**src/rtl/char_glyph_serializer.sv**
```systemverilog
// ---------------------------------------------------------------------------
// char_glyph_serializer
//
// Turns (char code, glyph row, colours) requests into a coloured pixel
// stream. Each request fetches one 16-bit glyph row from the char_rom font
// BRAM at address {code,row}. The row is serialized MSB-first as GLYPH_W
// pixels, one per pix_clk cycle. A one-entry prefetch buffer sits between
// the fetch and the shifter. It lets the next glyph row arrive while the
// current one is still being shifted out, so back-to-back glyphs of a text
// line come out without gaps.
//
// Ports:
//   pix_clk    pixel clock; all logic uses the rising edge
//   rst        synchronous, active-high reset
//   req_valid  a request is present
//   req_ready  the request is accepted when req_valid && req_ready
//   req_code   ASCII code (7 bits)
//   req_row    glyph row (4 bits)
//   req_fg     colour used for '1' bits
//   req_bg     colour used for '0' bits
//   rom_addr   char_rom ADDR = {code,row}; holds its last value while idle
//   rom_do     char_rom DO; valid ROM_LAT cycles after rom_addr
//   pix_valid  pix_rgb carries a pixel this cycle
//   pix_rgb    pixel colour (0 when no pixel is shown)
//   pix_last   high together with the last pixel of a glyph row
// ---------------------------------------------------------------------------
module char_glyph_serializer #(
    parameter int GLYPH_W = 16,
    parameter int ROM_LAT = 1,
    parameter int COLOR_W = 12
) (
    input  logic               pix_clk,
    input  logic               rst,
    input  logic               req_valid,
    output logic               req_ready,
    input  logic [6:0]         req_code,
    input  logic [3:0]         req_row,
    input  logic [COLOR_W-1:0] req_fg,
    input  logic [COLOR_W-1:0] req_bg,
    output logic [10:0]        rom_addr,
    input  logic [15:0]        rom_do,
    output logic               pix_valid,
    output logic [COLOR_W-1:0] pix_rgb,
    output logic               pix_last
);

    localparam int CNT_W = $clog2(GLYPH_W + 1);
    localparam int LAT_W = $clog2(ROM_LAT + 1);

    typedef enum logic [1:0] {
        F_IDLE,
        F_ADDR,
        F_WAIT
    } fetch_state_e;

    fetch_state_e       fetch_q, fetch_d;
    logic [LAT_W-1:0]   wait_cnt_q, wait_cnt_d;
    logic [10:0]        rom_addr_q, rom_addr_d;
    logic [COLOR_W-1:0] pend_fg_q, pend_fg_d;     // colours of the fetch in flight
    logic [COLOR_W-1:0] pend_bg_q, pend_bg_d;
    logic               buf_full_q, buf_full_d;
    logic [15:0]        buf_bits_q, buf_bits_d;
    logic [COLOR_W-1:0] buf_fg_q, buf_fg_d;
    logic [COLOR_W-1:0] buf_bg_q, buf_bg_d;
    logic [15:0]        shift_bits_q, shift_bits_d;
    logic [COLOR_W-1:0] shift_fg_q, shift_fg_d;
    logic [COLOR_W-1:0] shift_bg_q, shift_bg_d;
    logic [CNT_W-1:0]   pix_cnt_q, pix_cnt_d;     // pixels still to output

    logic accept;
    logic capture;
    logic shift_free;

    always_comb begin
        // NOTE: every always_comb target gets a default first, so no path
        // leaves a signal unassigned and no latch is inferred.
        fetch_d      = fetch_q;
        wait_cnt_d   = wait_cnt_q;
        rom_addr_d   = rom_addr_q;
        pend_fg_d    = pend_fg_q;
        pend_bg_d    = pend_bg_q;
        buf_full_d   = buf_full_q;
        buf_bits_d   = buf_bits_q;
        buf_fg_d     = buf_fg_q;
        buf_bg_d     = buf_bg_q;
        shift_bits_d = shift_bits_q;
        shift_fg_d   = shift_fg_q;
        shift_bg_d   = shift_bg_q;
        pix_cnt_d    = pix_cnt_q;

        req_ready = (fetch_q == F_IDLE) && !buf_full_q && !rst;
        accept    = req_valid && req_ready;
        // DO is valid during the last F_WAIT cycle.
        capture   = (fetch_q == F_WAIT) && (wait_cnt_q == LAT_W'(1));

        // Fetch FSM: one fetch outstanding at most.
        unique case (fetch_q)
            F_IDLE: begin
                if (accept) begin
                    rom_addr_d = {req_code, req_row};
                    pend_fg_d  = req_fg;
                    pend_bg_d  = req_bg;
                    fetch_d    = F_ADDR;
                end
            end
            F_ADDR: begin
                wait_cnt_d = LAT_W'(ROM_LAT);
                fetch_d    = F_WAIT;
            end
            F_WAIT: begin
                wait_cnt_d = wait_cnt_q - LAT_W'(1);
                if (capture) fetch_d = F_IDLE;
            end
            default: fetch_d = F_IDLE;
        endcase

        // Shifter advances one pixel per cycle while it holds a row.
        if (pix_cnt_q != '0) begin
            shift_bits_d = {shift_bits_q[14:0], 1'b0};
            pix_cnt_d    = pix_cnt_q - CNT_W'(1);
        end

        // The shifter can take a new row when it is empty, or in the same
        // cycle its last pixel goes out.
        shift_free = (pix_cnt_q == '0) || (pix_cnt_q == CNT_W'(1));

        if (shift_free && buf_full_q) begin
            shift_bits_d = buf_bits_q;
            shift_fg_d   = buf_fg_q;
            shift_bg_d   = buf_bg_q;
            pix_cnt_d    = CNT_W'(GLYPH_W);
            buf_full_d   = 1'b0;
        end else if (shift_free && capture) begin
            // The buffer is empty, so the captured row passes straight through
            // it into the shifter on the same edge. This is what gives the
            // first pixel one cycle after DO is captured.
            shift_bits_d = rom_do;
            shift_fg_d   = pend_fg_q;
            shift_bg_d   = pend_bg_q;
            pix_cnt_d    = CNT_W'(GLYPH_W);
        end

        // A capture on the same edge as a buffer unload wins: the buffer stays full.
        if (capture && !(shift_free && !buf_full_q)) begin
            buf_bits_d = rom_do;
            buf_fg_d   = pend_fg_q;
            buf_bg_d   = pend_bg_q;
            buf_full_d = 1'b1;
        end
    end

    always_ff @(posedge pix_clk) begin
        // NOTE: state registers use non-blocking assignments, so every flop
        // samples the values from before the edge.
        if (rst) begin
            fetch_q      <= F_IDLE;
            wait_cnt_q   <= '0;
            rom_addr_q   <= '0;
            pend_fg_q    <= '0;
            pend_bg_q    <= '0;
            buf_full_q   <= 1'b0;
            buf_bits_q   <= '0;
            buf_fg_q     <= '0;
            buf_bg_q     <= '0;
            shift_bits_q <= '0;
            shift_fg_q   <= '0;
            shift_bg_q   <= '0;
            pix_cnt_q    <= '0;
        end else begin
            fetch_q      <= fetch_d;
            wait_cnt_q   <= wait_cnt_d;
            rom_addr_q   <= rom_addr_d;
            pend_fg_q    <= pend_fg_d;
            pend_bg_q    <= pend_bg_d;
            buf_full_q   <= buf_full_d;
            buf_bits_q   <= buf_bits_d;
            buf_fg_q     <= buf_fg_d;
            buf_bg_q     <= buf_bg_d;
            shift_bits_q <= shift_bits_d;
            shift_fg_q   <= shift_fg_d;
            shift_bg_q   <= shift_bg_d;
            pix_cnt_q    <= pix_cnt_d;
        end
    end

    assign rom_addr  = rom_addr_q;
    assign pix_valid = (pix_cnt_q != '0);
    assign pix_rgb   = pix_valid ? (shift_bits_q[15] ? shift_fg_q : shift_bg_q) : '0;
    assign pix_last  = (pix_cnt_q == CNT_W'(1));

endmodule

```
**config.mk**
```make
export PLATFORM = sky130hd
export DESIGN_NAME = char_glyph_serializer
export DESIGN_NICKNAME = d
export VERILOG_FILES = /design/src/rtl/char_glyph_serializer.sv
export SDC_FILE = /design/constraint.sdc
export NUM_CORES = 1
export LEC_CHECK = 0
export BUFFER_PORTS_ARGS = -buffer_cell sky130_fd_sc_hd__clkbuf_2
export CORE_ASPECT_RATIO = 0.9
export CORE_UTILIZATION = 45
export DETAILED_ROUTE_END_ITERATION = 10
export GPL_TIMING_DRIVEN = 1
export MAX_ROUTING_LAYER = met4
export PLACE_DENSITY = 0.68
export SYNTH_ARGS = -nofsm -noshare
export SYNTH_HDL_FRONTEND = slang
export SYNTH_SLANG_ARGS = --single-unit
```
**constraint.sdc**
```tcl
create_clock -name pix_clk -period 2.2 [get_ports pix_clk]
set_input_delay 0.33 -clock pix_clk [delete_from_list [all_inputs] [get_ports pix_clk]]
set_output_delay 0.33 -clock pix_clk [all_outputs]
set_load 0.1 [all_outputs]
```
# After elaboration in Yosys (flattened, before gate mapping)
# Index checks and enable logic that the tools add are counted.
# word_totals
regBits,124
output_inout_bits,26
elab_cells,61
# op_classes
n_addsub,2
eq_ne,5
mux,18
n_reduce_logical,22
# ops
op,count
two-way mux 12 bit,6
two-way mux 16 bit,3
two-way mux 5 bit,3
logical AND 1 bit,8
case mux 2 bit (3 select lines),1
nonzero test 2 bit,3
"== test 5 x 1 -> 1 bit, second input constant",1
zero test 5 bit,1
nonzero test 5 bit,1
"subtractor 5 x 1 -> 5 bit, second input constant",1
two-way mux 2 bit,2
"!= test 2 bit, second input constant",2
AND reduction 2 bit,2
zero test 1 bit,3
nonzero test 3 bit,1
OR reduction 3 bit,1
"== test 2 x 1 -> 1 bit, second input constant",1
"== test 2 bit, second input constant",1
zero test 2 bit,1
two-way mux 1 bit,2
case mux 1 bit (2 select lines),1
logical OR 1 bit,1
"subtractor 1 bit, second input constant",1

# Depth between registers and ports, before layout
# depth
ltp_word,6
depth_mapped,9
ltp_nobuf,6

# Worst setup path before layout
# No wires, ideal clock.
# synth_path
kind,flip-flop to flip-flop
start,register fetch_q[0]
end,register pend_bg_q[10]
t_arrival_ps,3815
t_required_ps,2130
slack_ps,-1686
path_stages_with_launch,9
cell_sequence,dfxtp_1 > inv_1 > ha_1 > nor3b_1 > and2_1 > clkbuf_1 > clkbuf_1 > nand2_1 > a21oi_1
# synth_via
elab_chain_cells,5
# synth_rtl
element,line_no,rtl
from (decl),56,"fetch_state_e fetch_q, fetch_d;"
from (signal assigned),170,fetch_q <= fetch_d;
zero test 2 bit,91,req_ready = (fetch_q == F_IDLE) && !buf_full_q && !rst;
logical AND 1 bit (2 in a row),91,
via req_ready,35,"output logic req_ready,"
logical AND 1 bit,92,accept = req_valid && req_ready;
AND reduction 2 bit (no source line),--,
to (signal assigned),174,pend_bg_q <= pend_bg_d;
to (decl),60,"logic [COLOR_W-1:0] pend_bg_q, pend_bg_d;"
# The timed path passes the listed nets, and every way through them passes these cells.
# A chain may end at the register's enable or synchronous reset.

# Final worst setup path
# layout_path
start,register pix_cnt_q[1]
end,output pix_valid
# layout_via
elab_chain_cells,1
# layout_rtl
element,line_no,rtl
from (decl),68,"logic [CNT_W-1:0] pix_cnt_q, pix_cnt_d;"
from (signal assigned),182,pix_cnt_q <= pix_cnt_d;
nonzero test 5 bit,187,assign pix_valid = (pix_cnt_q != '0);
to (decl),42,"output logic pix_valid,"
# No other way between the ends.

==> impl_metrics.json <==
{
  "ios": 80,
  "status": "finished with violations",
  "wl_per_cell_um": 15.5,
  "clkSinkCount": 124,
  "die_x_um": 113,
  "initialDrtViolationCount": 343,
  "clkLatencyLatePin_ps": 420,
  "cts_max_path_buffers": 2,
  "postRouteAntennaNets": 0,
  "finalCriticalPeriod_ps": 2240,
  "ys.flop_type": "dfxtp_1",
  "max_freq_mhz": 446,
  "power_w": 0.00868,
  "cp-start-kind": "flip-flop",
  "yosysTopAreaCell": "dfxtp_1",
  "critPathMaxFanout": 8,
  "clk_pin_slew_ps": 50,
  "grt_overflow": 0,
  "synth_edf_count": 0,
  "synth_area_per_cell_um2": 8.05,
  "syn_inst": 623,
  "hold_viol_final": 0,
  "num_vias": 4715,
  "synthArstFlopShare_pct": 0,
  "cellPowerDensity_nw_per_um2": 1300,
  "fin_worst_skew_ps": 4.74,
  "violations": "setup timing",
  "synthTopCellsByArea": "dfxtp_1, nand2_1, a21oi_1, nor2_1, nor3_1",
  "finalSetupViolations": 2,
  "grt_start_max_net_pins": 121,
  "yosysUniqueCellTypes": 37,
  "yosys_warnings": 0,
  "yosysTopAreaCellShare_pct": 49.5,
  "layout.nets": 757,
  "slew_violations": 0,
  "start_util_pct": 46.2,
  "clockRootBuffer": "clkbuf_16",
  "tightest_slew_ps": 625,
  "grt_setup_unrepaired": "true",
  "rows": 36,
  "gp_congestion": 0.792,
  "syn2layout_area_growth_pct": 33.6,
  "post-route-period-util_pct": 102,
  "port-buffer-count": 79,
  "stdcell_count": 861,
  "die-area_um2": 11600,
  "grt_pass1_vias": 4360,
  "dp_hpwl_mm": 8.06,
  "track_usage_pct": 24.3,
  "grt_pass1_wl_mm": 20.9,
  "critical_path_arrival_ps": 1910,
  "synth_nets": 683,
  "vdd_drop_max_uv": 575,
  "numCtsBuffers": 17,
  "p_leak_nw": 2.53,
  "ys_ff_latch": 124,
  "drive_above_1_share_pct": 23.7,
  "fp.coreArea_um2": 10900,
  "cp_data_required_time_ps": 1870,
  "num_antenna_cells": 0,
  "antenna_found_initial": 0,
  "synthesis.area_um2": 5020,
  "setup_ws_ps": -41.7,
  "drt-pass1-iter-count": 5,
  "wirelength_mm": 13.4,
  "critical_path_class": "flip-flop to output pin",
  "die_height_um": 102,
  "cp-end-kind": "output pin",
  "via_per_inst": 5.48,
  "dpl.cell_count": 821,
  "cts_tree": "done",
  "drc": 0,
  "maxSlewHeadroom_pct": 58.2,
  "yosysSeqAreaShare_pct": 49.5,
  "ctsHtreeMaxLevel": 4,
  "maxCapViolCount": 0,
  "hp-class": "primary input to flip-flop"
}
-- sequential cells by signal (all words and copies together) (netlist names) --
register      count
buf_bg_q         12
buf_bits_q       16
buf_fg_q         12
buf_full_q        1
fetch_q           2
pend_bg_q        12
pend_fg_q        12
pix_cnt_q         5
rom_addr         11
shift_bg_q       12
shift_bits_q     16
shift_fg_q       12
wait_cnt_q        1
-- through the flow --
stage	setup slack, ps	util [%]	hold slack (ps)	area [um^2]	TNS, ps
after floorplan	-315	-	436	5130	-2680
after global placement	205	54.3	441	5890	0
after detailed placement	85.5	54.3	447	5890	0
after CTS	-27.5	61.4	120	6670	-27.5
after global routing	-89.8	61.8	122	6700	-321
final	-41.7	61.8	129	6700	-54.4
-- cell type report --
class | count | area, um^2
well taps | 152 | 190
clock buffers | 20 | 457
inverters | 5 | 22.5
repair buffers | 109 | 918
multi-input cells | 440 | 2440
fillers | 902 | 4150
flip-flops and latches | 124 | 2480
clock inverters | 11 | 191
-- kinds of logic (layout without fill, tap and decap cells) --
kind of cell | after synthesis | in the layout | share of synthesized area [%]
compound gates | 141 | 141 | 18.0
buf+inv | 59 | 145 | 4.71
mux | 14 | 14 | 2.79
flops | 124 | 124 | 49.5
fa+ha+maj | 6 | 6 | 1.50
simple gates | 276 | 276 | 23.0
xor+xnor | 3 | 3 | 0.524
-- where the power goes --
| group | switching [W] | internal [W] | leakage [nW] |
|---|---|---|---|
| Sequential | 0.000192 | 0.00250 | 1.01 |
| Combinational | 0.00165 | 0.00130 | 1.22 |
| Clock | 0.000983 | 0.00206 | 0.308 |
| Total | 0.00283 | 0.00586 | 2.53 |
-- timing repair --
item / in CTS / in global routing
hold endpoints to repair: 0 / 0
buffers inserted: 6 / 2
setup endpoints to repair: 13 / 19
hold buffers: 0 / 0
cloned: 1 / 0
pin swaps: 1 / 7
resized for setup: 14 / 5
-- critical path, cell delays in order, from the launching register on --
cell and delay, ps:
dfxtp_2 330, inv_2 80, ha_4 140, buf_6 90, nor4b_4 190, buf_4 170
buf_12 150, clkinvlp_4 130, buf_12 180
-- path summary, 6_finish.rpt --
kind                      from       endpoint  slack (ps)  cells past startpoint
hold reg to reg   buf_bg_q[11]   buf_bg_q[11]         450                      2
hold / removal      req_row[2]    rom_addr[2]         130                      3
setup reg to reg  pix_cnt_q[1]  shift_fg_q[7]         120                      9
setup / recovery  pix_cnt_q[1]      pix_valid         -40                      8
-- Yosys cell counts (2+ instances only) --
cell,n
a21oi_1,79
a222oi_1,15
a32o_1,15
and2_1,3
buf_1,2
buf_2,4
clkbuf_1,45
clkbuf_2,2
dfxtp_1,124
ha_1,6
inv_1,5
mux2i_1,14
nand2_1,153
nand3_1,3
nor2_1,61
nor3_1,43
nor4_1,2
o21ai_0,2
o22ai_1,24
or3_1,2
xnor2_1,3
-- layout by cell type (no fill, tap or decap), types with 3 or more instances in the layout --
master	instances
xnor2_1	3
dfxtp_1	122
a222oi_1	15
clkbuf_2	63
mux2i_1	14
a21oi_1	79
o22ai_1	24
buf_12	18
nor2_1	49
nor3_1	42
nor2_4	11
bufinv_16	5
nand2_1	153
a32o_1	15
clkinvlp_4	4
clkbuf_16	17
nand3_1	3
buf_4	25
ha_1	4
-- per-layer routing --
layer,track usage [%],vias up,routed length (um)
met1,29.1,2246,5880
li1,-,2318,-
met3,5.93,24,583
met4,11.2,0,268
met5,-,-,0
met2,39.1,127,6630
Note: power is estimated with default switching activity, not from simulation.
